--- config.mk ---
export PLATFORM = sky130hd
export DESIGN_NAME = dii_insn_src_flat
export DESIGN_NICKNAME = d
export VERILOG_FILES = /design/src/rtl/dii_insn_src_if.sv /design/src/rtl/dii_insn_src.sv /design/src/flat_wrapper.sv
export SDC_FILE = /design/constraint.sdc
export NUM_CORES = 1
export LEC_CHECK = 0
export BUFFER_PORTS_ARGS = -buffer_cell sky130_fd_sc_hd__buf_2
export CORE_ASPECT_RATIO = 0.75
export CORE_MARGIN = 1.5
export CORE_UTILIZATION = 34
export DETAILED_ROUTE_END_ITERATION = 10
export GPL_ROUTABILITY_DRIVEN = 0
export HOLD_SLACK_MARGIN = 0.08
export PLACE_DENSITY_LB_ADDON = 0.1
export SYNTH_ARGS = -nofsm -noshare
export SYNTH_HDL_FRONTEND = slang
export SYNTH_SLANG_ARGS = --single-unit
--- constraint.sdc ---
create_clock -name clk_i -period 6.45 [get_ports clk_i]
set_clock_uncertainty 0.1 [all_clocks]
set_input_delay 0.3225 -clock clk_i [delete_from_list [all_inputs] [get_ports clk_i]]
set_output_delay 0.3225 -clock clk_i [all_outputs]
set_load 0.05 [all_outputs]
--- src/rtl/dii_insn_src_if.sv ---
// ============================================================================
// dii_insn_src_if : stream-load and DII fetch handshake bundle
// Rev 1.0
// ============================================================================
`default_nettype none

interface dii_insn_src_if;
  logic        ld_valid_i;
  logic [31:0] ld_insn_i;
  logic        ld_ready_o;
  logic [31:0] dii_insn_0_o;
  logic [31:0] dii_insn_1_o;
  logic [31:0] dii_pc_i;
  logic        dii_ack_0_i;
  logic        dii_ack_1_i;

  // master: the instruction source
  modport master (
    input  ld_valid_i, ld_insn_i, dii_pc_i, dii_ack_0_i, dii_ack_1_i,
    output ld_ready_o, dii_insn_0_o, dii_insn_1_o
  );

  // slave: the stream loader / core side
  modport slave (
    output ld_valid_i, ld_insn_i, dii_pc_i, dii_ack_0_i, dii_ack_1_i,
    input  ld_ready_o, dii_insn_0_o, dii_insn_1_o
  );
endinterface

`default_nettype wire

--- src/rtl/dii_insn_src.sv ---
// ============================================================================
// dii_insn_src : circular DII instruction stream with fetch/retire pointers
// Rev 1.0
// ============================================================================
`default_nettype none

module dii_insn_src #(
  parameter int          DEPTH       = 16,
  parameter logic [31:0] FILLER_INSN = 32'h0000_0013
) (
  input  logic                     clk_i,
  input  logic                     rstn_i,
  dii_insn_src_if.master           bus,
  input  logic                     retire_i,
  input  logic                     rewind_i,
  output logic [31:0]              last_ack_pc_o,
  output logic [$clog2(DEPTH):0]   occupancy_o,
  output logic [15:0]              starve_cnt_o,
  output logic                     err_o
);

  localparam int AW = $clog2(DEPTH);
  localparam int PW = AW + 1;
  localparam logic [PW-1:0] C_DEPTH = PW'(DEPTH);

  logic [31:0]   mem_q [DEPTH];
  logic [PW-1:0] wr_q, wr_d, fe_q, fe_d, rt_q, rt_d;
  logic [31:0]   pc_q, pc_d;
  logic [15:0]   starve_q, starve_d;
  logic          err_q, err_d;

  logic [PW-1:0] occ;
  logic          ld_fire, empty, fe_adv, rt_ok;

  assign occ     = wr_q - rt_q;
  assign empty   = (fe_q == wr_q);
  assign ld_fire = bus.ld_valid_i & (occ != C_DEPTH);
  assign fe_adv  = bus.dii_ack_0_i & ~empty;
  assign rt_ok   = retire_i & (rt_q != fe_q);

  assign bus.ld_ready_o   = (occ != C_DEPTH);
  assign bus.dii_insn_0_o = empty ? FILLER_INSN : mem_q[fe_q[AW-1:0]];
  assign bus.dii_insn_1_o = FILLER_INSN;
  assign last_ack_pc_o    = pc_q;
  assign occupancy_o      = occ;
  assign starve_cnt_o     = starve_q;
  assign err_o            = err_q;

  always_comb begin
    wr_d     = wr_q + PW'(ld_fire);
    rt_d     = rt_q + PW'(rt_ok);
    fe_d     = fe_q + PW'(fe_adv);
    pc_d     = pc_q;
    starve_d = starve_q;
    err_d    = err_q;
    // rewind lands on the post-retire pointer so the trapping insn stays retired
    if (rewind_i) fe_d = rt_d;
    if (bus.dii_ack_0_i) begin
      pc_d = bus.dii_pc_i;
      if (empty && starve_q != 16'hFFFF) starve_d = starve_q + 16'd1;
    end
    if (bus.dii_ack_1_i || (retire_i && !rt_ok)) err_d = 1'b1;
  end

  always_ff @(posedge clk_i or negedge rstn_i) begin
    if (!rstn_i) begin
      wr_q     <= '0;
      fe_q     <= '0;
      rt_q     <= '0;
      pc_q     <= '0;
      starve_q <= '0;
      err_q    <= 1'b0;
    end else begin
      wr_q     <= wr_d;
      fe_q     <= fe_d;
      rt_q     <= rt_d;
      pc_q     <= pc_d;
      starve_q <= starve_d;
      err_q    <= err_d;
    end
  end

  // storage needs no reset; only pointer-covered slots are ever presented
  always_ff @(posedge clk_i) begin
    if (ld_fire) mem_q[wr_q[AW-1:0]] <= bus.ld_insn_i;
  end

endmodule

`default_nettype wire

--- src/flat_wrapper.sv ---
// flat-port wrapper written by rule: the top's interface ports become plain ports
module dii_insn_src_flat 
#(
  parameter int          DEPTH       = 16,
  parameter logic [31:0] FILLER_INSN = 32'h0000_0013
)
  (clk_i, rstn_i, retire_i, rewind_i, last_ack_pc_o, occupancy_o, starve_cnt_o, err_o, bus_ld_valid_i, bus_ld_insn_i, bus_dii_pc_i, bus_dii_ack_0_i, bus_dii_ack_1_i, bus_ld_ready_o, bus_dii_insn_0_o, bus_dii_insn_1_o);
  dii_insn_src_if bus_i ();
  input  logic clk_i;
  input  logic rstn_i;
  input  logic retire_i;
  input  logic rewind_i;
  output logic [31:0] last_ack_pc_o;
  output logic [$clog2(DEPTH):0] occupancy_o;
  output logic [15:0] starve_cnt_o;
  output logic err_o;
  input wire logic [$bits(bus_i.ld_valid_i)-1:0] bus_ld_valid_i;
  input wire logic [$bits(bus_i.ld_insn_i)-1:0] bus_ld_insn_i;
  input wire logic [$bits(bus_i.dii_pc_i)-1:0] bus_dii_pc_i;
  input wire logic [$bits(bus_i.dii_ack_0_i)-1:0] bus_dii_ack_0_i;
  input wire logic [$bits(bus_i.dii_ack_1_i)-1:0] bus_dii_ack_1_i;
  output wire logic [$bits(bus_i.ld_ready_o)-1:0] bus_ld_ready_o;
  output wire logic [$bits(bus_i.dii_insn_0_o)-1:0] bus_dii_insn_0_o;
  output wire logic [$bits(bus_i.dii_insn_1_o)-1:0] bus_dii_insn_1_o;
  assign bus_i.ld_valid_i = bus_ld_valid_i;
  assign bus_i.ld_insn_i = bus_ld_insn_i;
  assign bus_i.dii_pc_i = bus_dii_pc_i;
  assign bus_i.dii_ack_0_i = bus_dii_ack_0_i;
  assign bus_i.dii_ack_1_i = bus_dii_ack_1_i;
  assign bus_ld_ready_o = bus_i.ld_ready_o;
  assign bus_dii_insn_0_o = bus_i.dii_insn_0_o;
  assign bus_dii_insn_1_o = bus_i.dii_insn_1_o;
  dii_insn_src #(.DEPTH(DEPTH), .FILLER_INSN(FILLER_INSN)) u_core (.clk_i(clk_i), .rstn_i(rstn_i), .bus(bus_i), .retire_i(retire_i), .rewind_i(rewind_i), .last_ack_pc_o(last_ack_pc_o), .occupancy_o(occupancy_o), .starve_cnt_o(starve_cnt_o), .err_o(err_o));
endmodule
**After elaboration in Yosys (flattened, before gate mapping)**

Memory sizes are Yosys's and may differ from the RTL's.
Cells that the tools add are included.
Widths: inputs -> output; s select.

- Bitwise operators: 4
- Mux-type cells: 4
- $mul: 0
- Div/mod/pow operators: 0
- $lt $le $gt $ge: 0
- Reductions and logical operators: 5
- $add $sub $neg: 5
- Shift-type cells: 0
- Eq/ne operators: 4

Operators by type and width:

| cell | number |
|---|---|
| $mux 32 | 1 |
| $add 16x1->16 const B | 1 |
| $ne 16x16->1 const B | 1 |
| $add 5x1->5 | 3 |
| $eq 5x5->1 | 1 |
| $mux 5 | 1 |
| $ne 5x5->1 | 1 |
| $ne 5x5->1 const B | 1 |
| $sub 5x5->5 | 1 |
| $and 1x1->1 | 3 |
| $logic_and 1x1->1 | 2 |
| $mux 1 | 2 |
| $reduce_and 2->1 | 1 |
| $logic_not 1->1 | 1 |
| $logic_or 1x1->1 | 1 |
| $not 1->1 | 1 |

- Latch bits: 0
- Word-level logic and storage cells: 29
- Bits in read-only memories: 0
- Memory bits (writable): 512
- Memories kept: 1
- Bits in registers: 64
- Input port bits: 71

Memories:

| name | depth | width | rd ports | clocked after memory_dff | write ports | RTL line | source |
|---|---|---|---|---|---|---|---|
| u_core.mem_q | 16 | 32 | 1 | 0 | 1 | dii_insn_src.sv:26 | `logic [31:0] mem_q [DEPTH];` |

**Longest topological paths before layout**

Gate-level depths: netlist of run 1.

- Word-level depth: 5
- Depth in mapped cells: 13
- Mapped depth without buffers: 12

**Least setup slack after synthesis of run 1**

OpenSTA, ideal clock, no wires.

- Path kind: register to register
- From: register u_core.wr_q[0]
- To: memory u_core.mem_q[15][0], enable pin
- Cell stages (with the launch flop): 11
- Data required time: 5.889 ns
- Slack: 1.641 ns
- Data arrival time: 4.248 ns
- Cells stage by stage: dfrtp_1 > clkbuf_1 > inv_1 > ha_1 > fa_1 > nor2b_1 > o21ai_0 > a21oi_1 > a2111oi_4 > buf_6 > nor3_1

- Word-level cells in the longest chain between the ends: 5

Ends and longest elaborated chain:

| item | RTL line | source |
|---|---|---|
| start, declared | dii_insn_src.sv:27 | `logic [PW-1:0] wr_q, wr_d, fe_q, fe_d, rt_q, rt_d;` |
| start signal, assigned | dii_insn_src.sv:74 | `wr_q <= wr_d;` |
| $sub 5x5->5 | dii_insn_src.sv:35 | `assign occ = wr_q - rt_q;` |
| $ne 5x5->1 | dii_insn_src.sv:37 | `assign ld_fire = bus.ld_valid_i & (occ != C_DEPTH);` |
| $and 1x1->1 | dii_insn_src.sv:37 |  |
| $mux 1 | dii_insn_src.sv:85 | `if (ld_fire) mem_q[wr_q[AW-1:0]] <= bus.ld_insn_i;` |
| $mux 1 (not written as such) | dii_insn_src.sv:85 |  |
| end, declared | dii_insn_src.sv:26 |  |

Parallel ways exist; a longest one is shown, timed or not.

**Final worst setup path of run 1**

- From: register u_core.wr_q[1]
- To: memory u_core.mem_q[1][2], enable pin

Same word-level chain as after synthesis.

==> results of run 1 <==
[through the flow]
stage,std cells,setup WS [ps],hold WS (ps)
2_1_floorplan,1123,1640,-73.1
3_3_place_gp,2092,2360,377
3_5_place_dp,2092,2330,375
4_1_cts,2270,2330,137
5_1_grt,2270,2150,184
6_report,2270,2290,175
[cell type report]
| class | count | area (sq um) | share of cell area, % |
|---|---|---|---|
| Inverter | 12 | 45.0 | 0.167 |
| Multi-Input combinational cell | 445 | 5250 | 19.5 |
| Clock buffer | 66 | 1500 | 5.58 |
| Tap cell | 871 | 1090 | 4.05 |
| Clock inverter | 43 | 342 | 1.27 |
| Sequential cell | 576 | 17000 | 63.1 |
| Timing Repair Buffer | 257 | 1720 | 6.39 |
[worst min path at each step]
stage,from,endpoint,cells past startpoint
after detailed placement,u_core.err_o$_DFFE_PN0P_,u_core.err_o$_DFFE_PN0P_,2
final,bus_ld_valid_i,u_core.wr_q[0]$_DFF_PN0_,3
after floorplan,rstn_i,u_core.err_o$_DFFE_PN0P_,0
after global placement,u_core.err_o$_DFFE_PN0P_,u_core.err_o$_DFFE_PN0P_,2
after CTS,bus_ld_valid_i,u_core.wr_q[0]$_DFF_PN0_,3
after global routing,bus_ld_valid_i,u_core.mem_q[2][0]$_DFFE_PP_,3
[cells in the final DEF, fill, tap and decap left out, types with 32 or more instances in the layout]
cell type	netlist	routed
sky130_fd_sc_hd__edfxtp_1	512	512
sky130_fd_sc_hd__mux2_2	36	36
sky130_fd_sc_hd__dfrtp_1	64	62
sky130_fd_sc_hd__dlygate4sd3_1	0	69
sky130_fd_sc_hd__a22oi_1	58	58
sky130_fd_sc_hd__conb_1	2	32
sky130_fd_sc_hd__mux4_2	128	128
sky130_fd_sc_hd__clkbuf_16	0	59
sky130_fd_sc_hd__buf_2	26	157
[logic make-up after synthesis]
logic type	Yosys count	synth area share, %
DFF	576	75.4
muxes	167	14.7
AOI/OAI and AO/OA	104	3.22
buffers and inverters	102	2.43
and+or+nand+nor	95	2.17
xor gates and xnor gates	35	1.36
adders and majority gates	12	0.700
other	2	0.0333
[worst min-delay path, delay by kind of cell]
family / cells / cell delay (ps)
buffers and inverters: 1 / 210
adder cells (fa/ha/maj): 1 / 110
AND/OR/NAND/NOR: 1 / 180
[registers in the layout, indices dropped and copies added, names as in the netlist]
name                  flops
u_core.starve_cnt_o      16
u_core.mem_q            512
u_core.wr_q               5
u_core.fe_q               5
u_core.rt_q               5
u_core.err_o              1
u_core.last_ack_pc_o     32
[per-layer routing]
metal | part of all wire (%) | wire (um) | vias up | GRT usage (%)
met2 | 47 | 26200 | 272 | 26.1
li1 | - | - | 4940 | -
met4 | 1.8 | 982 | 2 | 3.83
met5 | 0.025 | 14 | - | 0
met1 | 48 | 26700 | 6029 | 24.9
met3 | 3.9 | 2170 | 71 | 2.25
[cells in the mapped netlist (5+ instances only)]
cell / n / area [sq um]
sky130_fd_sc_hd__inv_1: 12 / 45.0
sky130_fd_sc_hd__nand4_1: 8 / 50.1
sky130_fd_sc_hd__buf_4: 33 / 248
sky130_fd_sc_hd__clkbuf_1: 21 / 78.8
sky130_fd_sc_hd__mux4_2: 128 / 2880
sky130_fd_sc_hd__ha_1: 11 / 138
sky130_fd_sc_hd__xnor2_1: 26 / 228
sky130_fd_sc_hd__nor3_1: 10 / 50.1
sky130_fd_sc_hd__a22oi_1: 58 / 435
sky130_fd_sc_hd__dfrtp_1: 64 / 1600
sky130_fd_sc_hd__a21oi_1: 30 / 150
sky130_fd_sc_hd__o21ai_0: 5 / 25.0
sky130_fd_sc_hd__buf_1: 9 / 33.8
sky130_fd_sc_hd__nand3_1: 25 / 125
sky130_fd_sc_hd__edfxtp_1: 512 / 15400
sky130_fd_sc_hd__xor2_1: 9 / 78.8
sky130_fd_sc_hd__nand2_1: 13 / 48.8
sky130_fd_sc_hd__mux2_2: 36 / 405
sky130_fd_sc_hd__nor2b_1: 6 / 37.5
sky130_fd_sc_hd__buf_2: 26 / 130
sky130_fd_sc_hd__nor2_1: 18 / 67.6
[where the power goes]
part           leakage (nW)  switching, mW  internal, mW  total [mW]
sequential             5.40          0.309          4.51        4.82
combinational          2.79           3.00          1.52        4.52
clock                 0.912           1.42          1.87        3.29
==> summary.md, run 1 <==
The worst setup path startpoint was u_core.wr_q[1]$_DFF_PN0_. Total congestion overflow: 0. For the worst-skew pair, the clock arrives at the later sink with an insertion delay of 600 ps.

The CTS root buffer was sky130_fd_sc_hd__clkbuf_16. Setup repair after global routing left no endpoint under its margin. The sequential-to-total area share from yosys stat came out at 75.4%. The tools report the worst flop-to-flop path startpoint as u_core.wr_q[1]$_DFF_PN0_.

The max-slew violation count came out at 0. The instance count of the mapped netlist is 1093, and the number of flops mapped to enable cells by yosys is 512. Power spread over the standard cell area amounts to 469 nW/um^2. The number of antenna diodes in the final layout is 0.

The cell family contributing the most delay on the critical path is simple AND/OR/NAND/NOR gates. For flop-to-flop paths, the worst setup slack is 2290 ps. TritonCTS built the clock tree.

In this run the worst setup path terminates at u_core.mem_q[1][2]$_DFFE_PP_. The final layout contains routed wiring with a total length of 56000 um. In this run the core area contains 81 standard-cell rows. For this run, asynchronously set or reset flops after synthesis account for 11.1%.

Once detailed placement completed, the half-perimeter wirelength came to 30300 um. Count of antenna-violating nets left after detailed routing: 0. Entering global routing, the biggest net connects 67 pins.

The type of the tightest min-delay check was primary input to flip-flop. CTS built an H-tree with a depth of 2. For this run, the post-layout net count is 1433. By instance count, the cell type seen most on the critical path is sky130_fd_sc_hd__buf_4.

The run gives 4340 ps as the worst endpoint data arrival time. Using the TritonRoute via totals, the vias-per-cell ratio works out to 4.98. The count of different cell masters after synthesis is 40, and the die outline width is 300 um.

The filler cell count is 5815. The tools report the worst reg2reg path endpoint as u_core.mem_q[1][2]$_DFFE_PP_. The run gives 67800 sq um as the die outline area. Traced cell by cell, the critical path runs through inv_1 -> fa_1 -> nor2b_1 -> o21ai_0 -> a21oi_1 -> a2111oi_4 -> buf_4 -> nor3_2 -> buf_4. The post-route netlist has 33.5% of its cells at a drive strength greater than 1. For the required time at the endpoint of the critical path, the log shows 6630 ps.

For the post-detailed-placement cell area, the log shows 24400 sq um. Summing all non-filler instances in the final layout gives an area of 26900 sq um. The detailed router finished its first iteration with 864 violations. In the final routed layout, each cell accounts on average for 24.7 um.

The post-route setup TNS is 0 ps. Primary flip-flop cell chosen by synthesis mapping: sky130_fd_sc_hd__edfxtp_1. Once the floorplan was initialized, standard cells occupied 34.5% of the core. The count of input and output buffers works out to 157. The average cell area after synthesis is 20.6 sq um, and the number of CTS-inserted buffers is 58. The number of failing hold endpoints at the final stage is 0, and the slew at the pin with the worst max-slew slack is 1310 ps. Across the run, the number of max-cap violations was 0. The core region is 65400 sq um. The run gives 12.1% as the worst max-slew margin expressed relative to the limit. The type of the worst setup path is flip-flop to flip-flop.

The cell count along the critical path is 9. STA classifies the critical path endpoint as a flip-flop. The tools report the number of remaining DRC errors as 0. The number of antenna violations at the first check in global routing is 2, and the post-CTS repair timing setup buffer count is 0. Synthesis inferred 576 register bits. The leakage power summed over all cells was 9.11 nW.

After clock tree synthesis, the flow added hold-fix buffers numbering 69. On the critical path, the stage with the largest delay is an instance of sky130_fd_sc_hd__nor3_2. The tools report the top-level port count as 190. The pre-antenna-repair detailed-routing pass consisted of 5 iterations.

After layout, the worst path uses 64.5% of the clock period. The worst setup path is launched from a flip-flop. The detailed-route via count was 11314; the worst-case clock buffer depth was 3.

The area growth from synthesis to layout is 19.6%. Of all nets on the critical path, the largest fanout is 18. The delay of the slowest critical-path stage was 1060 ps; the count of synthesis-stage warnings from yosys was 0. The run gives 11825 as the number of global-route vias before repair.

Clock-pin slew was measured on the worst setup and hold paths at 60 ps. Global routing used 16.7% of the available tracks across all layers. The synthesized netlist occupies a cell area of 22500 sq um.

Clock tree synthesis found a total of 576 sinks. The flow ran to the end, and the final reports show no timing, DRC or antenna violations. The logs give 251 uV for the worst voltage drop across the vdd grid and 82300 um for the first-pass GRT wire length.

The run gives 0 as the number of instances resized during post-cts repair. Setup violations remaining at the end of the flow were counted as 0. The height of the chip is 226 um. Derived from the worst setup path, the maximum achievable clock frequency is 240 MHz.

The number of buffers and inverters on the critical path is 3. Cells fill 41.2% of the core in the end. The completed layout was analyzed and its total power is 12.6 mW. Shortest period the worst path allows: 4160 ps. For the worst flop-to-flop path, the logic depth is 9.
Power figures use the tool's default switching activity.
==> inputs of run 2 (changes only) <==
==> constraint.sdc (replaced) <==
create_clock -name clk_i -period 3.37 [get_ports clk_i]
set_clock_uncertainty 0.1 [all_clocks]
set_input_delay 0.1685 -clock clk_i [delete_from_list [all_inputs] [get_ports clk_i]]
set_output_delay 0.1685 -clock clk_i [all_outputs]
set_load 0.05 [all_outputs]
==> run 2 against run 1 <==
  * Hold slack worse by 2.6 ps
  * Final cell count is 1.5% higher
  * First-iteration DRC count is 2.8% higher
  * Total power rose by 100%
  * Critical path type is now flip-flop to output pin
  * Critical endpoint is now bus_ld_ready_o
  * Largest cell class unchanged
==> summary.md, run 2 (synthesis results as in run 1) <==
Leaving out fill and tap cells, the most frequent cells in the layout are sky130_fd_sc_hd__edfxtp_1 (512), sky130_fd_sc_hd__buf_2 (156), sky130_fd_sc_hd__mux4_2 (128), sky130_fd_sc_hd__dlygate4sd3_1 (71), sky130_fd_sc_hd__dfrtp_1 (61). The worst voltage drop across the vdd grid was 595 uV. Slew at the pin with the worst max-slew slack: 1020 ps.

In the global route stage, met3 resource usage came out at 2.72%. For the total wire length, the log shows 56100 um. The critical-path maximum fanout was 5.

The sequential cell area was 17000 sq um; the antenna diode count was 0. The worst setup path is captured at an output pin. Timing would allow up to 313 MHz. Port buffering added 157 buffers. The worst endpoint data arrival time is 2920 ps, and the height of the chip is 226 um. The number of nets at the end of the flow was 1469. met2 is the most crowded layer. The most frequent standard cell in the layout excluding fill and tap cells is sky130_fd_sc_hd__edfxtp_1. The clock transition at the registers of the reported paths is 70 ps, and the worst path setup slack after routing is 178 ps. Top-level port count: 190.

The die covers 67800 sq um. The die is 300 um wide. The clock period could shrink to 3190 ps.

The number of maximum-capacitance constraint violations was 0; the number of levels in the clock H-tree was 2. At the placement stage, the worst setup path has a slack of 63.8 ps. The initial detailed-routing violation count came out at 888.

Entering global routing, the biggest net connects 45 pins. The routed layout has 11373 vias. The number of CTS-inserted buffers was 58. The type of the worst setup path is flip-flop to output pin. After detailed routing, the average wire length per cell comes to 24.3 um.

Setup repair after global routing left no endpoint under its margin. The insertion delay of the later-clocked pin in the worst-skew pair was 610 ps. The number of global-route vias before repair is 11970. The register-to-register setup slack was 210 ps.

The flow ran to the end, and the final reports show no timing, DRC or antenna violations. Counting the fill cells in the layout gives 5789. Estimated wirelength of the detail-placed design: 35000 um. The clock passes through at most 3 buffers. The run gives 81 as the number of rows created at floorplan. The logs give 3100 ps for the required time at the endpoint of the critical path and 26.7% for the fraction of met2 tracks used by global routing. CTS root buffer: sky130_fd_sc_hd__clkbuf_16. The logs give 1 for the number of antenna violations at the first check in global routing and 31.8% for the worst max-slew margin expressed relative to the limit. Global routing used 24.1% of the available met1 tracks. The total core area was 65400 sq um. Dividing the detail-routed via count by the number of cells gives 4.93.

The final core area utilization was 42.2%. The tools report the total congestion overflow as 0. The first-pass GRT wire length was 82800 um. The pre-antenna-repair detailed-routing pass consisted of 5 iterations. Startpoint kind of the worst setup timing path: a flip-flop. In this run the static leakage power is 9.37 nW.

Setup violations remaining at the end of the flow were counted as 0. The register with the most flip-flops in the layout has 512 of them. For the max-slew violation count, the log shows 0. The share of post-route cells with drive strength above 1 works out to 35.3%. In this run the critical register-to-register path is launched from u_core.rt_q[0]$_DFF_PN0_.

Once the floorplan was initialized, standard cells occupied 34.5% of the core. The type of the tightest min-delay check is primary input to async pin. In this run the power density over the cells is 913 nW/um^2. The depth of the worst register-to-register path was 11; the area of combinational cells with multiple inputs was 5310 sq um.

The tools report the number of failing hold endpoints at the final stage as 0. TritonCTS built the clock tree. For this run, design rule violations remaining after detail routing come to 0. The area growth from synthesis to layout was 22.6%. The share of the cycle needed by the critical path after routing is 94.7%, and the global routing usage summed across all routing layers is 16.8%. The worst register-to-register path ends at u_core.mem_q[11][1]$_DFFE_PP_. The total clock sinks was 576; the count of antenna-violating nets left after detailed routing was 0.
==> run 2: cell count changes in the layout (fill, tap and decap cells not counted), moves of 4 or more <==
cell / previous run / this run
sky130_fd_sc_hd__buf_12: 1 / 20
sky130_fd_sc_hd__buf_4: 30 / 42
sky130_fd_sc_hd__clkbuf_1: 7 / 11
sky130_fd_sc_hd__clkinv_1: 15 / 9
sky130_fd_sc_hd__nor3_2: 8 / 0
sky130_fd_sc_hd__nor3_4: 0 / 8
==> run 2: cell type report <==
cell class,count,area share [%]
tap,871,3.95
clock inverter,39,1.56
sequential,576,61.5
multi-input combinational,446,19.2
clock buffer,69,5.41
timing repair buffer,292,8.17
inverter,12,0.163
==> run 2: critical path: stages, from the launching register on <==
cell and delay [ps]:
sky130_fd_sc_hd__dfrtp_2 390, sky130_fd_sc_hd__inv_1 50, sky130_fd_sc_hd__ha_1 270, sky130_fd_sc_hd__nor2b_4 120, sky130_fd_sc_hd__o21a_1 170, sky130_fd_sc_hd__or3_4 350
sky130_fd_sc_hd__a2111oi_4 350, sky130_fd_sc_hd__buf_4 180, sky130_fd_sc_hd__buf_6 140, sky130_fd_sc_hd__inv_1 90, sky130_fd_sc_hd__buf_4 200
==> run 2: what timing repair did <==
action                                 CTS  global route
setup buffers                            1             7
setup endpoints to repair                2            71
gates resized for setup                  5             3
gates cloned                             0             1
hold buffers                            71             0
pin swaps                                0             2
endpoints found under the hold margin  603             0
==> run 2: worst max path at each step <==
stage | from | end | cells past startpoint
after global placement | u_core.rt_q[0]$_DFF_PN0_ | u_core.mem_q[10][28]$_DFFE_PP_ | 8
after CTS | u_core.rt_q[0]$_DFF_PN0_ | bus_ld_ready_o | 10
after global routing | u_core.rt_q[0]$_DFF_PN0_ | u_core.mem_q[9][0]$_DFFE_PP_ | 11
final | u_core.rt_q[1]$_DFF_PN0_ | bus_ld_ready_o | 10
after detailed placement | u_core.rt_q[0]$_DFF_PN0_ | u_core.mem_q[10][26]$_DFFE_PP_ | 8
after floorplan | u_core.wr_q[0]$_DFF_PN0_ | u_core.mem_q[11][0]$_DFFE_PP_ | 9
==> run 2: layer usage <==
metal	vias up	share of wire (%)
li1	5016	-
met1	6037	46
met2	246	47
met3	72	4.6
met4	2	1.8
met5	-	0.023
==> run 2: metrics by stage <==
stage	area [sq um]	hold slack [ps]	power [mW]	setup TNS, ps	std cells
final	27600	173	25.2	0	2305
after global routing	27600	199	26.4	0	2305
after CTS	27500	175	25.5	0	2297
after detailed placement	24900	278	18.7	0	2117
after global placement	24900	280	18.7	0	2117
after floorplan	22700	-227	15.5	-79490	1123
==> run 2: report_power, final <==
group	total (mW)	internal [mW]	switching [mW]	leakage (nW)
registers	9.01	8.62	0.383	5.40
clock network	6.59	3.79	2.80	0.941
logic	9.61	3.35	6.26	3.03
==> inputs of run 3 (changes only) <==
--- a/config.mk
+++ b/config.mk
@@ -12,7 +12,6 @@
 export DETAILED_ROUTE_END_ITERATION = 10
 export GPL_ROUTABILITY_DRIVEN = 0
 export HOLD_SLACK_MARGIN = 0.08
-export PLACE_DENSITY_LB_ADDON = 0.1
 export SYNTH_ARGS = -nofsm -noshare
 export SYNTH_HDL_FRONTEND = slang
 export SYNTH_SLANG_ARGS = --single-unit
==> run 3 against run 2 <==
  * Routed wire length down 5.3%
  * Clock power about the same
  * Total power down 0.18%
  * Hold slack worse by 55 ps
  * Global-route usage down 0.98 points
  * Critical path type unchanged
  * Utilization about the same
  * Largest power group unchanged
==> summary.md, run 3 (synthesis results as in run 1) <==
The path class of the tightest hold or removal check is primary input to async pin. The startpoint kind of the worst setup timing path was a flip-flop. The maximum clock frequency was 306 MHz. Max-slew violation count: 0.

The first-pass GRT wire length was 79200 um. Kind of end point of the critical path: an output pin. Power spread over the standard cell area amounts to 912 nW/um^2.

Dividing the final minimum period by the clock period gives 96.8%. The first detailed-routing pass ran for 5 iterations. In the post-route analysis, the smallest setup slack over all paths is 106 ps. For this run, design rule violations remaining after detail routing come to 0.

Across the VDD grid, the largest voltage drop is 558 uV. Counting tap cells, the placed design contains a total of 2122 instances. Routed wirelength normalized by instance count: 23.1 um.

Setup slack on the worst reg-to-reg path comes out at 170 ps. Measured against its own limit, the worst slew margin works out to 16.6%. TritonCTS built the clock tree. The die is 226 um tall.

The H-tree generated during clock tree synthesis spans 2 levels. The die outline width came out at 300 um. The critical-path maximum fanout works out to 7.

The library cells used most frequently in the layout, excluding fill and tap cells, are sky130_fd_sc_hd__edfxtp_1 (512), sky130_fd_sc_hd__buf_2 (156), sky130_fd_sc_hd__mux4_2 (128), sky130_fd_sc_hd__dlygate4sd3_1 (71), sky130_fd_sc_hd__dfrtp_1 (60). The register with the most flip-flops in the layout has 512 of them. The initial utilization of the core area, before any placement, comes to 34.5%. The worst path needs 3260 ps of the cycle, external delays included. Setup violations remaining at the end of the flow were counted as 0. In this run the remaining antenna-violating nets after routing total 0. The worst register-to-register path ends at u_core.mem_q[2][2]$_DFFE_PP_.

The number of antenna violations at the first check in global routing is 2. The longest clock path from root to sink contains 3 buffers. The detailed router finished its first iteration with 985 violations. The cell sitting at the root of the clock tree is a sky130_fd_sc_hd__clkbuf_16. STA puts the critical path data required time at 3100 ps.

At the later pin of the worst-skew pair, clock insertion delay measures 610 ps. The run gives 0 as the total congestion overflow. The run gives 37 as the largest net degree at the start of global routing. The routed layout has 11559 vias. The global routing usage summed across all routing layers was 15.8%; the clock transition at the registers of the reported paths was 60 ps. The slew at the pin with the worst max-slew slack was 1250 ps; the antenna diode count was 0. For the number of nets at the end of the flow, the log shows 1469. After layout, the design draws a total of 25.2 mW.

During I/O placement, the number of pins put on the boundary was 190. Once layout is complete, the cells apart from fillers number 2303. Final core area utilization: 42.2%. CTS saw 576 sinks. The logs give 12158 for the number of global-route vias before repair and 0 for the number of maximum-capacitance constraint violations. Summed over all layers, the routed wires come to 53100 um. The floorplan has 81 rows. TritonCTS created 55 clock buffers. The tools report the pre-CTS setup slack as -47.2 ps. In the final layout, the share of cells above drive strength 1 is 35.8%.

Once detailed placement completed, the half-perimeter wirelength came to 33400 um. The depth of the worst register-to-register path came out at 8. Count of input and output buffers: 157. Type of the worst setup path: flip-flop to output pin.

The core region is 65400 sq um. The most frequent standard cell in the layout excluding fill and tap cells was sky130_fd_sc_hd__edfxtp_1. Leakage power summed over all cells: 9.36 nW.

The worst flop-to-flop path startpoint was u_core.rt_q[0]$_DFF_PN0_. For the worst setup path, the data arrival time is 3000 ps. The area growth from synthesis to layout is 22.5%. Using the TritonRoute via totals, the vias-per-cell ratio works out to 5.02. After filler insertion, the fill cell instance count of the layout stands at 5678.

The floorplan step defined a die boundary enclosing 67800 sq um. The run finished with clean final reports. The run gives 0 as the number of failing hold endpoints at the final stage.
run 3: cell count changes in the layout (fill, tap and decap cells not counted), sizes merged:
cell,before,now
nor2,19,18
buf,221,225
clkinvlp,3,5
clkbuf,69,59
bufinv,8,11
run 3: routing by layer:
layer	vias up	track usage, %	routed length (um)
li1	5004	-	-
met1	6172	23.2	24700
met2	317	24.4	24900
met3	64	2.85	2770
met4	2	3.57	812
met5	-	0	13
run 3: repair_timing:
action / CTS / global route
resized for setup: 3 / 9
buffers inserted: 3 / 4
pin swaps: 1 / 7
hold endpoints to repair: 592 / 0
cloned: 0 / 0
setup endpoints to repair: 188 / 332
hold buffers: 71 / 0
run 3: area by class of cell:
class                      count  area, sq um  area share (%)
clock buffer                  59         1390            5.04
clock inverter                44          548            1.99
inverter                      12         45.0           0.163
multi-input combinational    445         5310            19.3
sequential                   576        17000            61.6
tap                          871         1090            3.95
timing repair buffer         296         2220            8.03
run 3: report_power, final:
| part | total [mW] | internal (mW) | switching (mW) |
|---|---|---|---|
| sequential | 9.00 | 8.63 | 0.370 |
| combinational | 9.59 | 3.41 | 6.18 |
| clock | 6.57 | 3.86 | 2.71 |
run 3: per-stage QoR:
stage / TNS, ps / hold WS, ps / instance area, sq um
2_1_floorplan: -79490 / -227 / 22700
3_3_place_gp: 0 / 205 / 24800
3_5_place_dp: -4730 / 198 / 24800
4_1_cts: 0 / 102 / 27500
5_1_grt: -6.06 / 178 / 27600
6_report: 0 / 117 / 27600
run 3: critical path, stage by stage (launching register included):
cell	delay, ps
sky130_fd_sc_hd__dfrtp_2	410
sky130_fd_sc_hd__inv_1	60
sky130_fd_sc_hd__ha_1	290
sky130_fd_sc_hd__nor2b_4	120
sky130_fd_sc_hd__o21a_1	180
sky130_fd_sc_hd__or3_4	350
sky130_fd_sc_hd__a2111oi_4	400
sky130_fd_sc_hd__buf_12	200
sky130_fd_sc_hd__buf_6	140
sky130_fd_sc_hd__inv_1	50
sky130_fd_sc_hd__buf_4	190
run 3: worst max-delay path by stage:
stage | start | endpoint | slack (ps) | depth (start not counted)
final | u_core.rt_q[1]$_DFF_PN0_ | bus_ld_ready_o | 110 | 10
after global routing | u_core.rt_q[1]$_DFF_PN0_ | bus_ld_ready_o | -6 | 10
after global placement | u_core.rt_q[0]$_DFF_PN0_ | u_core.mem_q[8][23]$_DFFE_PP_ | 60 | 8
after detailed placement | u_core.rt_q[0]$_DFF_PN0_ | u_core.mem_q[10][27]$_DFFE_PP_ | -50 | 8
after floorplan | u_core.wr_q[0]$_DFF_PN0_ | u_core.mem_q[11][0]$_DFFE_PP_ | -350 | 9
after CTS | u_core.rt_q[1]$_DFF_PN0_ | bus_ld_ready_o | 3 | 10
